$ cat src/rtl/alu_pkg.sv
// Shared definitions for the sequential ALU: opcodes, FSM states and a clog2 helper.
package alu_pkg;

    localparam logic [3:0] ALU_AND   = 4'b0000;
    localparam logic [3:0] ALU_OR    = 4'b0001;
    localparam logic [3:0] ALU_ADD   = 4'b0010;
    localparam logic [3:0] ALU_XOR   = 4'b0011;
    localparam logic [3:0] ALU_SLL   = 4'b0100;
    localparam logic [3:0] ALU_SRL   = 4'b0101;
    localparam logic [3:0] ALU_SUB   = 4'b0110;
    localparam logic [3:0] ALU_SLT   = 4'b0111;
    localparam logic [3:0] ALU_SRA   = 4'b1000;
    localparam logic [3:0] ALU_SLTU  = 4'b1001;
    localparam logic [3:0] ALU_MULTU = 4'b1010;
    localparam logic [3:0] ALU_NOR   = 4'b1100;

    typedef enum logic [0:0] {
        ST_IDLE = 1'b0,
        ST_MUL  = 1'b1
    } alu_state_e;

    // Ceiling log2, never below 1 so it can size a vector directly.
    function automatic int clog2(input int value);
        int result;
        result = 1;
        while ((32'sd1 << result) < value) begin
            result = result + 1;
        end
        return result;
    endfunction

endpackage

$ cat src/rtl/alu_seq_if.sv
// Operand/result handshake bundle between the pipeline and alu_seq.
interface alu_seq_if #(
    parameter int WIDTH = 32
);
    logic             in_valid;
    logic             in_ready;
    logic [WIDTH-1:0] op_a;
    logic [WIDTH-1:0] op_b;
    logic [3:0]       sel;
    logic             out_valid;
    logic             out_ready;
    logic [WIDTH-1:0] result;
    logic [WIDTH-1:0] result_hi;
    logic             zero;
    logic             ovf;
    logic             busy;

    modport master (
        output in_valid, op_a, op_b, sel, out_ready,
        input  in_ready, out_valid, result, result_hi, zero, ovf, busy
    );

    modport slave (
        input  in_valid, op_a, op_b, sel, out_ready,
        output in_ready, out_valid, result, result_hi, zero, ovf, busy
    );
endinterface

$ cat src/rtl/alu_mul_iter.sv
// Iterative shift-add unsigned multiplier retiring MUL_STEP multiplier bits per cycle.
// done_o is high during the last step; prod_o then already includes that step.
module alu_mul_iter
    import alu_pkg::*;
#(
    parameter int WIDTH    = 32,
    parameter int MUL_STEP = 1
) (
    input  logic               clk_i,
    input  logic               reset_i,
    input  logic               start_i,
    input  logic [WIDTH-1:0]   a_i,
    input  logic [WIDTH-1:0]   b_i,
    output logic               done_o,
    output logic [2*WIDTH-1:0] prod_o
);
    localparam int STEPS = WIDTH / MUL_STEP;
    localparam int CW    = clog2(STEPS);
    localparam logic [CW-1:0] LAST_CNT = CW'(STEPS - 1);

    logic               run_q, run_d;
    logic [CW-1:0]      cnt_q, cnt_d;
    logic [2*WIDTH-1:0] acc_q, acc_d;
    logic [2*WIDTH-1:0] mcand_q, mcand_d;
    logic [WIDTH-1:0]   mplier_q, mplier_d;
    logic [2*WIDTH-1:0] partial_s;
    logic               last_s;

    assign last_s = (cnt_q == LAST_CNT);
    assign done_o = run_q && last_s;
    assign prod_o = acc_q + partial_s;

    // Partial product of the multiplicand with the low MUL_STEP multiplier bits.
    always_comb begin
        partial_s = '0;
        for (int i = 0; i < MUL_STEP; i++) begin
            if (mplier_q[i]) begin
                partial_s = partial_s + (mcand_q << i);
            end else begin
                partial_s = partial_s;
            end
        end
    end

    // Capture on start, then accumulate one slice per cycle until the counter wraps.
    always_comb begin
        run_d    = run_q;
        cnt_d    = cnt_q;
        acc_d    = acc_q;
        mcand_d  = mcand_q;
        mplier_d = mplier_q;
        if (start_i) begin
            run_d    = 1'b1;
            cnt_d    = '0;
            acc_d    = '0;
            mcand_d  = {{WIDTH{1'b0}}, a_i};
            mplier_d = b_i;
        end else if (run_q) begin
            acc_d    = acc_q + partial_s;
            mcand_d  = mcand_q << MUL_STEP;
            mplier_d = mplier_q >> MUL_STEP;
            if (last_s) begin
                run_d = 1'b0;
                cnt_d = '0;
            end else begin
                cnt_d = cnt_q + {{(CW-1){1'b0}}, 1'b1};
            end
        end else begin
            run_d = 1'b0;
        end
    end

    // Multiplier datapath registers.
    always_ff @(posedge clk_i) begin
        if (reset_i) begin
            run_q    <= 1'b0;
            cnt_q    <= '0;
            acc_q    <= '0;
            mcand_q  <= '0;
            mplier_q <= '0;
        end else begin
            run_q    <= run_d;
            cnt_q    <= cnt_d;
            acc_q    <= acc_d;
            mcand_q  <= mcand_d;
            mplier_q <= mplier_d;
        end
    end

endmodule

$ cat src/rtl/alu_seq.sv
// Handshaked MIPS-style ALU with registered result/flags and optional iterative MULTU.
// Define ALU_SEQ_MULT_EN to build the multiplier; otherwise sel=1010 is an unknown code.
module alu_seq
    import alu_pkg::*;
#(
    parameter int WIDTH    = 32,
    parameter int MUL_STEP = 1
) (
    input  logic       clk,
    input  logic       reset,
    alu_seq_if.slave   bus
);
    localparam int SHW = clog2(WIDTH);

    alu_state_e         state_q, state_d;
    logic               out_valid_q, out_valid_d;
    logic [WIDTH-1:0]   result_q, result_d;
    logic [WIDTH-1:0]   result_hi_q, result_hi_d;
    logic               zero_q, zero_d;
    logic               ovf_q, ovf_d;

    logic               accept_s;
    logic               is_mul_s;
    logic               mul_done_s;
    logic [2*WIDTH-1:0] mul_prod_s;
    logic [SHW-1:0]     shamt_s;
    logic [WIDTH-1:0]   sum_s, diff_s;
    logic [WIDTH-1:0]   alu_res_s;
    logic               alu_ovf_s;

    assign bus.in_ready  = (state_q == ST_IDLE) && (!out_valid_q || bus.out_ready);
    assign accept_s      = bus.in_valid && bus.in_ready;
    assign bus.out_valid = out_valid_q;
    assign bus.result    = result_q;
    assign bus.result_hi = result_hi_q;
    assign bus.zero      = zero_q;
    assign bus.ovf       = ovf_q;

`ifdef ALU_SEQ_MULT_EN
    logic mul_start_s;

    assign is_mul_s    = (bus.sel == ALU_MULTU);
    assign mul_start_s = accept_s && is_mul_s;
    assign bus.busy    = (state_q == ST_MUL);

    alu_mul_iter #(
        .WIDTH    (WIDTH),
        .MUL_STEP (MUL_STEP)
    ) u_mul (
        .clk_i   (clk),
        .reset_i (reset),
        .start_i (mul_start_s),
        .a_i     (bus.op_a),
        .b_i     (bus.op_b),
        .done_o  (mul_done_s),
        .prod_o  (mul_prod_s)
    );
`else
    assign is_mul_s   = 1'b0;
    assign mul_done_s = 1'b0;
    assign mul_prod_s = '0;
    assign bus.busy   = 1'b0;
`endif

    assign shamt_s = bus.op_b[SHW-1:0];
    assign sum_s   = bus.op_a + bus.op_b;
    assign diff_s  = bus.op_a - bus.op_b;

    // Single-cycle operation mux; unknown codes yield zero.
    always_comb begin
        alu_res_s = '0;
        alu_ovf_s = 1'b0;
        case (bus.sel)
            ALU_AND:  alu_res_s = bus.op_a & bus.op_b;
            ALU_OR:   alu_res_s = bus.op_a | bus.op_b;
            ALU_XOR:  alu_res_s = bus.op_a ^ bus.op_b;
            ALU_NOR:  alu_res_s = ~(bus.op_a | bus.op_b);
            ALU_ADD: begin
                alu_res_s = sum_s;
                alu_ovf_s = (bus.op_a[WIDTH-1] == bus.op_b[WIDTH-1]) &&
                            (sum_s[WIDTH-1] != bus.op_a[WIDTH-1]);
            end
            ALU_SUB: begin
                alu_res_s = diff_s;
                alu_ovf_s = (bus.op_a[WIDTH-1] != bus.op_b[WIDTH-1]) &&
                            (diff_s[WIDTH-1] != bus.op_a[WIDTH-1]);
            end
            ALU_SLT:  alu_res_s = {{(WIDTH-1){1'b0}}, ($signed(bus.op_a) < $signed(bus.op_b))};
            ALU_SLTU: alu_res_s = {{(WIDTH-1){1'b0}}, (bus.op_a < bus.op_b)};
            ALU_SLL:  alu_res_s = bus.op_a << shamt_s;
            ALU_SRL:  alu_res_s = bus.op_a >> shamt_s;
            ALU_SRA:  alu_res_s = $signed(bus.op_a) >>> shamt_s;
            default:  alu_res_s = '0;
        endcase
    end

    // Next state: drain the output on out_ready, load single-cycle results or the product.
    always_comb begin
        state_d     = state_q;
        out_valid_d = (out_valid_q && bus.out_ready) ? 1'b0 : out_valid_q;
        result_d    = result_q;
        result_hi_d = result_hi_q;
        zero_d      = zero_q;
        ovf_d       = ovf_q;
        case (state_q)
            ST_IDLE: begin
                if (accept_s && is_mul_s) begin
                    state_d = ST_MUL;
                end else if (accept_s) begin
                    out_valid_d = 1'b1;
                    result_d    = alu_res_s;
                    result_hi_d = '0;
                    zero_d      = (alu_res_s == '0);
                    ovf_d       = alu_ovf_s;
                end else begin
                    state_d = ST_IDLE;
                end
            end
            ST_MUL: begin
                if (mul_done_s) begin
                    state_d     = ST_IDLE;
                    out_valid_d = 1'b1;
                    result_d    = mul_prod_s[WIDTH-1:0];
                    result_hi_d = mul_prod_s[2*WIDTH-1:WIDTH];
                    zero_d      = (mul_prod_s[WIDTH-1:0] == '0);
                    ovf_d       = 1'b0;
                end else begin
                    state_d = ST_MUL;
                end
            end
            default: state_d = ST_IDLE;
        endcase
    end

    // State and output registers.
    always_ff @(posedge clk) begin
        if (reset) begin
            state_q     <= ST_IDLE;
            out_valid_q <= 1'b0;
            result_q    <= '0;
            result_hi_q <= '0;
            zero_q      <= 1'b1;
            ovf_q       <= 1'b0;
        end else begin
            state_q     <= state_d;
            out_valid_q <= out_valid_d;
            result_q    <= result_d;
            result_hi_q <= result_hi_d;
            zero_q      <= zero_d;
            ovf_q       <= ovf_d;
        end
    end

endmodule
$ cat src/flat_wrapper.sv
// flat-port wrapper written by rule: the top's interface ports become plain ports
module alu_seq_flat import alu_pkg::*;
#(
    parameter int WIDTH    = 32,
    parameter int MUL_STEP = 1
)
  (clk, reset, bus_in_valid, bus_op_a, bus_op_b, bus_sel, bus_out_ready, bus_in_ready, bus_out_valid, bus_result, bus_result_hi, bus_zero, bus_ovf, bus_busy);
  alu_seq_if #(.WIDTH(WIDTH)) bus_i ();
  input  logic clk;
  input  logic reset;
  input wire logic [$bits(bus_i.in_valid)-1:0] bus_in_valid;
  input wire logic [$bits(bus_i.op_a)-1:0] bus_op_a;
  input wire logic [$bits(bus_i.op_b)-1:0] bus_op_b;
  input wire logic [$bits(bus_i.sel)-1:0] bus_sel;
  input wire logic [$bits(bus_i.out_ready)-1:0] bus_out_ready;
  output wire logic [$bits(bus_i.in_ready)-1:0] bus_in_ready;
  output wire logic [$bits(bus_i.out_valid)-1:0] bus_out_valid;
  output wire logic [$bits(bus_i.result)-1:0] bus_result;
  output wire logic [$bits(bus_i.result_hi)-1:0] bus_result_hi;
  output wire logic [$bits(bus_i.zero)-1:0] bus_zero;
  output wire logic [$bits(bus_i.ovf)-1:0] bus_ovf;
  output wire logic [$bits(bus_i.busy)-1:0] bus_busy;
  assign bus_i.in_valid = bus_in_valid;
  assign bus_i.op_a = bus_op_a;
  assign bus_i.op_b = bus_op_b;
  assign bus_i.sel = bus_sel;
  assign bus_i.out_ready = bus_out_ready;
  assign bus_in_ready = bus_i.in_ready;
  assign bus_out_valid = bus_i.out_valid;
  assign bus_result = bus_i.result;
  assign bus_result_hi = bus_i.result_hi;
  assign bus_zero = bus_i.zero;
  assign bus_ovf = bus_i.ovf;
  assign bus_busy = bus_i.busy;
  alu_seq #(.WIDTH(WIDTH), .MUL_STEP(MUL_STEP)) u_core (.clk(clk), .reset(reset), .bus(bus_i));
endmodule
$ cat config.mk
export PLATFORM = sky130hd
export DESIGN_NAME = alu_seq_flat
export DESIGN_NICKNAME = d
export VERILOG_FILES = /design/src/rtl/alu_pkg.sv /design/src/rtl/alu_seq_if.sv /design/src/rtl/alu_mul_iter.sv /design/src/rtl/alu_seq.sv /design/src/flat_wrapper.sv
export SDC_FILE = /design/constraint.sdc
export NUM_CORES = 1
export LEC_CHECK = 0
export BUFFER_PORTS_ARGS = -buffer_cell sky130_fd_sc_hd__buf_2
export CAP_MARGIN = 30
export CORE_ASPECT_RATIO = 1.1
export CORE_MARGIN = 5
export CORE_UTILIZATION = 40
export DETAILED_ROUTE_END_ITERATION = 10
export PLACE_DENSITY = 0.65
export SYNTH_ARGS = -nofsm -noshare
export SYNTH_HDL_FRONTEND = slang
export SYNTH_HIERARCHICAL = 1
export SYNTH_SLANG_ARGS = --single-unit
$ cat constraint.sdc
create_clock -name clk -period 9.5 [get_ports clk]
set_clock_uncertainty 0.2 [all_clocks]
set_input_delay 1.9 -clock clk [delete_from_list [all_inputs] [get_ports clk]]
set_output_delay 1.9 -clock clk [all_outputs]
set_load 0.03 [all_outputs]
Yosys cells after proc, flatten, opt, wreduce, memory -nomap -nowiden. Cells that the tools add are included. W data, S select, Z words.

Add/subtract/negate cells: 2. Order comparisons: 2. Equality and inequality tests: 15. Shift operators: 3. Muxes and demuxes: 14. Bitwise operators: 5. Reductions and logical operators: 10.

Operators with widths (count): $pmux W32 S11 (1); $mux W32 (4); $lt A32 B32 Y1 (2); $add A32 B32 Y32 (1); $and A32 B32 Y32 (1); $logic_not A32 Y1 (1); $not A32 Y32 (1); $or A32 B32 Y32 (1); $shl A32 B5 Y32 (1); $shr A32 B5 Y32 (1); $sshr A32 B5 Y32 (1); $sub A32 B32 Y32 (1); $xor A32 B32 Y32 (1); $eq A4 B3 Y1 const B (4); $eq A4 B4 Y1 const B (3); $eq A4 B2 Y1 const B (2); $mux W1 (6); $pmux W1 S2 (3); $logic_and A1 B1 Y1 (5); $eq A4 B1 Y1 const B (1); $logic_not A4 Y1 (1); $ne A1 B1 Y1 (3); $ne A2 B1 Y1 const B (1); $reduce_and A2 Y1 (1); other kinds (4) (4).

Register bits after elaboration: 68. Logic and storage cells: 57.

Longest topological paths before layout.
Word-level depth: 6. Gate-level depth with buffers: 18. Gate-level depth less buffers: 14.

Least setup slack after synthesis. Ideal clock, no wire load.

Kind: input-to-reg. From: input bus_op_b[3]. To: register u_core.zero_q (netlist: u_core/bus.zero). Library setup time: 0.060 ns. Arrival: 5.728 ns. Required time: 9.240 ns. Setup slack: 3.513 ns. Stages: 16. Cells stage by stage: buf_2 -> inv_1 -> buf_2 -> buf_1 -> clkbuf_1 -> ha_1 -> clkbuf_1 -> o2111ai_1 -> a2111o_1 -> a31oi_1 -> or4b_1 -> a21oi_1 -> o21ai_0 -> or3_1 -> a311oi_1 -> a41o_1.

Longest elaborated chain between the ends: 6.

Ends and longest elaborated chain: start, declared (line flat_wrapper.sv:13) `input wire logic [$bits(bus_i.op_b)-1:0] bus_op_b;`; parallel branches: the longest is 2 deep, another holds $sub A32 B32 Y32; $pmux W32 S11 (*) (line alu_seq.sv:73) `case (bus.sel)`; $logic_not A32 Y1 (*) (line alu_seq.sv:113) `zero_d = (alu_res_s == '0);`; $mux W1 (*) (line alu_seq.sv:109) `end else if (accept_s) begin`; $mux W1 (*) (line alu_seq.sv:105) `case (state_q)`; end signal, assigned (line alu_seq.sv:149) `zero_q <= zero_d;`; end, declared (line alu_seq.sv:19) `logic zero_q, zero_d;`.

Every way passes the cells marked *. The select of a mux whose other input is x is not followed. A chain may end at the register's enable or synchronous reset.

Final worst setup path.
From: input bus_op_b[1]. To: register u_core.result_q[28] (netlist: u_core/bus.result[28]).

Longest elaborated chain between the ends: 4.

Ends and longest elaborated chain: $sub A32 B32 Y32, or another cell as far along (line alu_seq.sv:67) `assign diff_s = bus.op_a - bus.op_b;`; $pmux W32 S11 (*) (line alu_seq.sv:73); $mux W32 (*) (line alu_seq.sv:109); $mux W32 (*) (line alu_seq.sv:105); end signal, assigned (line alu_seq.sv:147) `result_q <= result_d;`; end, declared (line alu_seq.sv:17) `logic [WIDTH-1:0] result_q, result_d;`.

Every way passes the cells marked *; elsewhere a longest branch is shown, timed or not. The select of a mux whose other input is x is not followed.

==> qor.yml <==
status: "complete, no violations"
power.leakage_nw: 5.13
mostFrequentLayoutCells: "173 x nor2_1, 131 x nand2_1, 125 x a21oi_1, 107 x buf_2, 100 x ha_1"
yosysSeqAreaShare_pct: 6.08
drive_gt1_share_pct: 14.0
core_um2: 28500
r2r_slack_ns: 6.19
cp.required_ns: 9.41
grt.total_usage_pct: 33.3
min_to: "u_core/bus.result[23]"
finalHoldViolCount: 0
holdBufCountCts: 0
fmaxAchievable_mhz: 147
synthArstFlopShare_pct: 0
tns_ns: 0
die_w_um: 172
critPathMaxFanout: 72
drt_iter0_markers: 1757
num_io_pins: 141
antenna_found_initial: 3
holdPathStages: 2
maxSlewViolCount: 0
die_h_um: 188
multi_input_area_um2: 9830
dp_hpwl_um: 44600
cap_violations: 0
arrival_ns: 6.71
cts_buffers: 5
drt_pass1_iterations: 7
synth_cell_types: 88
place_congestion: 1.06
dieArea_um2: 32300
drc: 0
routed_via_density: 6.91
yosysWarnings: 6
layout_commonest_cell: "nor2_1"
syn_inst: 1628
grt_pass1_wl_um: 83200
hold_start: "u_core/bus.result[23]"
ir_drop_mv: 0.163
finalNetCount: 1809
vias: 13800
crit_path_cell_trace: "buf_4 -> inv_1 -> fa_1 -> nor2b_1 -> o2111ai_1 -> a2111o_1 -> a31oi_1 -> or4b_1 -> a21oi_1 -> o21ai_0 -> or3_1 -> a311oi_1 -> a211oi_1"
crit_slowest_cell: "buf_4"
path_clk_slew_ns: 0.05
start_util_pct: 40.4
synth_edf_count: 0
cts_setup_buffers: 0
htree_levels: 2
ys_seq_elements: 35
cp-start-kind: "input port"
placed_cells_incl_taps: 1996
min_period_ns: 6.79
seq_area_um2: 701
synth_area_um2: 11500
synth.avg_cell_area_um2: 7.08
setup_viol: 0
rows: 65
grt_overflow: 0
first_global_vias: 12700
crit_type: "input port to flop"
worstMarginPinSlew_ns: 1.05
cts.sinks: 35
cts_buffer_depth: 2
root_buffer: "clkbuf_16"
r2r-start: "u_core/bus.out_valid"
post-place-ws_ns: 2.54
crit_path_end_kind: "flop"
synthFlopType: "dfxtp_1"
io_buffers: 107
stdcell_count: 2005
ctsResizeCount: 0
fin_crit_sh_pct: 71.5
ant_nets: 0
areaGrowthSynthToFinish_pct: 5.99
wl_um: 56800
grt_max_degree: 77
clkLatencyLatePin_ns: 0.28
hold_path_class: "flop to flop"
cts_tree: "built"
p_per_area_nw_per_um2: 89.4
worstReg2RegEnd: "u_core/bus.zero"
reg2reg_depth: 11
setup_ws_ns: 2.71
rsz0062_at_grt: "false"
num-fill-cells: 3036
post_drt_wl_per_cell_um: 28.3
crit_path_max_incr_delay_ns: 0.71
slew_headroom_pct: 29.9
## layout make-up
| cell class | instances | share of cell area (%) |
|---|---|---|
| antenna | 1 | 0.0205 |
| clock buffer | 6 | 1.14 |
| inverter | 98 | 3.01 |
| timing repair buffer | 127 | 5.61 |
| multi-input combinational | 1368 | 80.4 |
| sequential | 35 | 5.73 |
| tap | 368 | 3.77 |
| clock inverter | 2 | 0.287 |
## power by group
| group | switching, W | internal (W) | total [W] | leakage [nW] |
|---|---|---|---|---|
| sequential | 0.00000577 | 0.000160 | 0.000166 | 0.290 |
| clock | 0.0000591 | 0.000130 | 0.000189 | 0.0869 |
| combinational | 0.000501 | 0.000236 | 0.000737 | 4.76 |
## critical path: cells and delay by family
kind | cells | cell delay [ns]
AO/OA/AOI/OAI | 7 | 2.03
buffers and inverters | 2 | 1.12
AND/OR/NAND/NOR | 3 | 1.08
adder cells (fa/ha/maj) | 1 | 0.54
## worst max path at each step
stage                            from                     to  slack, ns
after floorplan           bus_op_b[3]        u_core/bus.zero       3.51
final                     bus_op_b[1]  u_core/bus.result[28]       2.71
after global placement    bus_op_b[1]  u_core/bus.result[28]       2.66
after global routing      bus_op_b[1]  u_core/bus.result[28]       2.45
after detailed placement  bus_op_b[1]  u_core/bus.result[28]       2.54
after CTS                 bus_op_b[1]  u_core/bus.result[28]       2.81
## layer usage
layer / part of all wire [%] / routed length (µm) / GRT usage (%)
met2: 44 / 25100 / 51.7
met5: 0 / 0 / 0
met3: 9.6 / 5430 / 4.01
met4: 5.1 / 2890 / 13.7
met1: 41 / 23400 / 46.5
## state kept, by name, indices dropped and copies added (netlist names)
register	count
u_core/bus.out_valid	1
u_core/bus.ovf	1
u_core/bus.result	32
u_core/bus.zero	1
## logic make-up after synthesis
family	after synthesis	synth area share, %
buf+inv	257	10.1
simple gates	526	22.2
compound gates	553	32.7
other cells	1	0.0325
mux	135	16.2
xor+xnor	19	1.44
fa+ha+maj	102	11.2
flops	35	6.08
## synth_stat cells (all sizes together), types with 21 or more instances
library cell | instances | area, µm²
a22oi | 24 | 185
o21ai | 91 | 455
mux4 | 38 | 863
buf | 74 | 477
nor4 | 21 | 131
o211ai | 25 | 188
clkbuf | 85 | 319
o22ai | 30 | 188
inv | 97 | 364
nand2 | 131 | 492
a221oi | 21 | 184
mux2i | 69 | 691
ha | 100 | 1250
a211oi | 58 | 440
nor3 | 40 | 200
a21oi | 125 | 626
nand3 | 33 | 165
dfxtp | 35 | 701
nor2 | 173 | 649
mux2 | 28 | 315
## metrics by stage
stage / total power, W / utilization (%) / instance area (µm²) / hold WS [ns]
floorplan: 0.000659 / - / 11700 / 0.385
global placement: 0.000877 / 42.2 / 12000 / 0.240
detailed placement: 0.000878 / 42.2 / 12000 / 0.247
CTS: 0.00107 / 42.8 / 12200 / 0.255
global route: 0.00114 / 42.8 / 12200 / 0.276
finish: 0.00109 / 42.8 / 12200 / 0.250
Power figures use the tool's default switching activity.
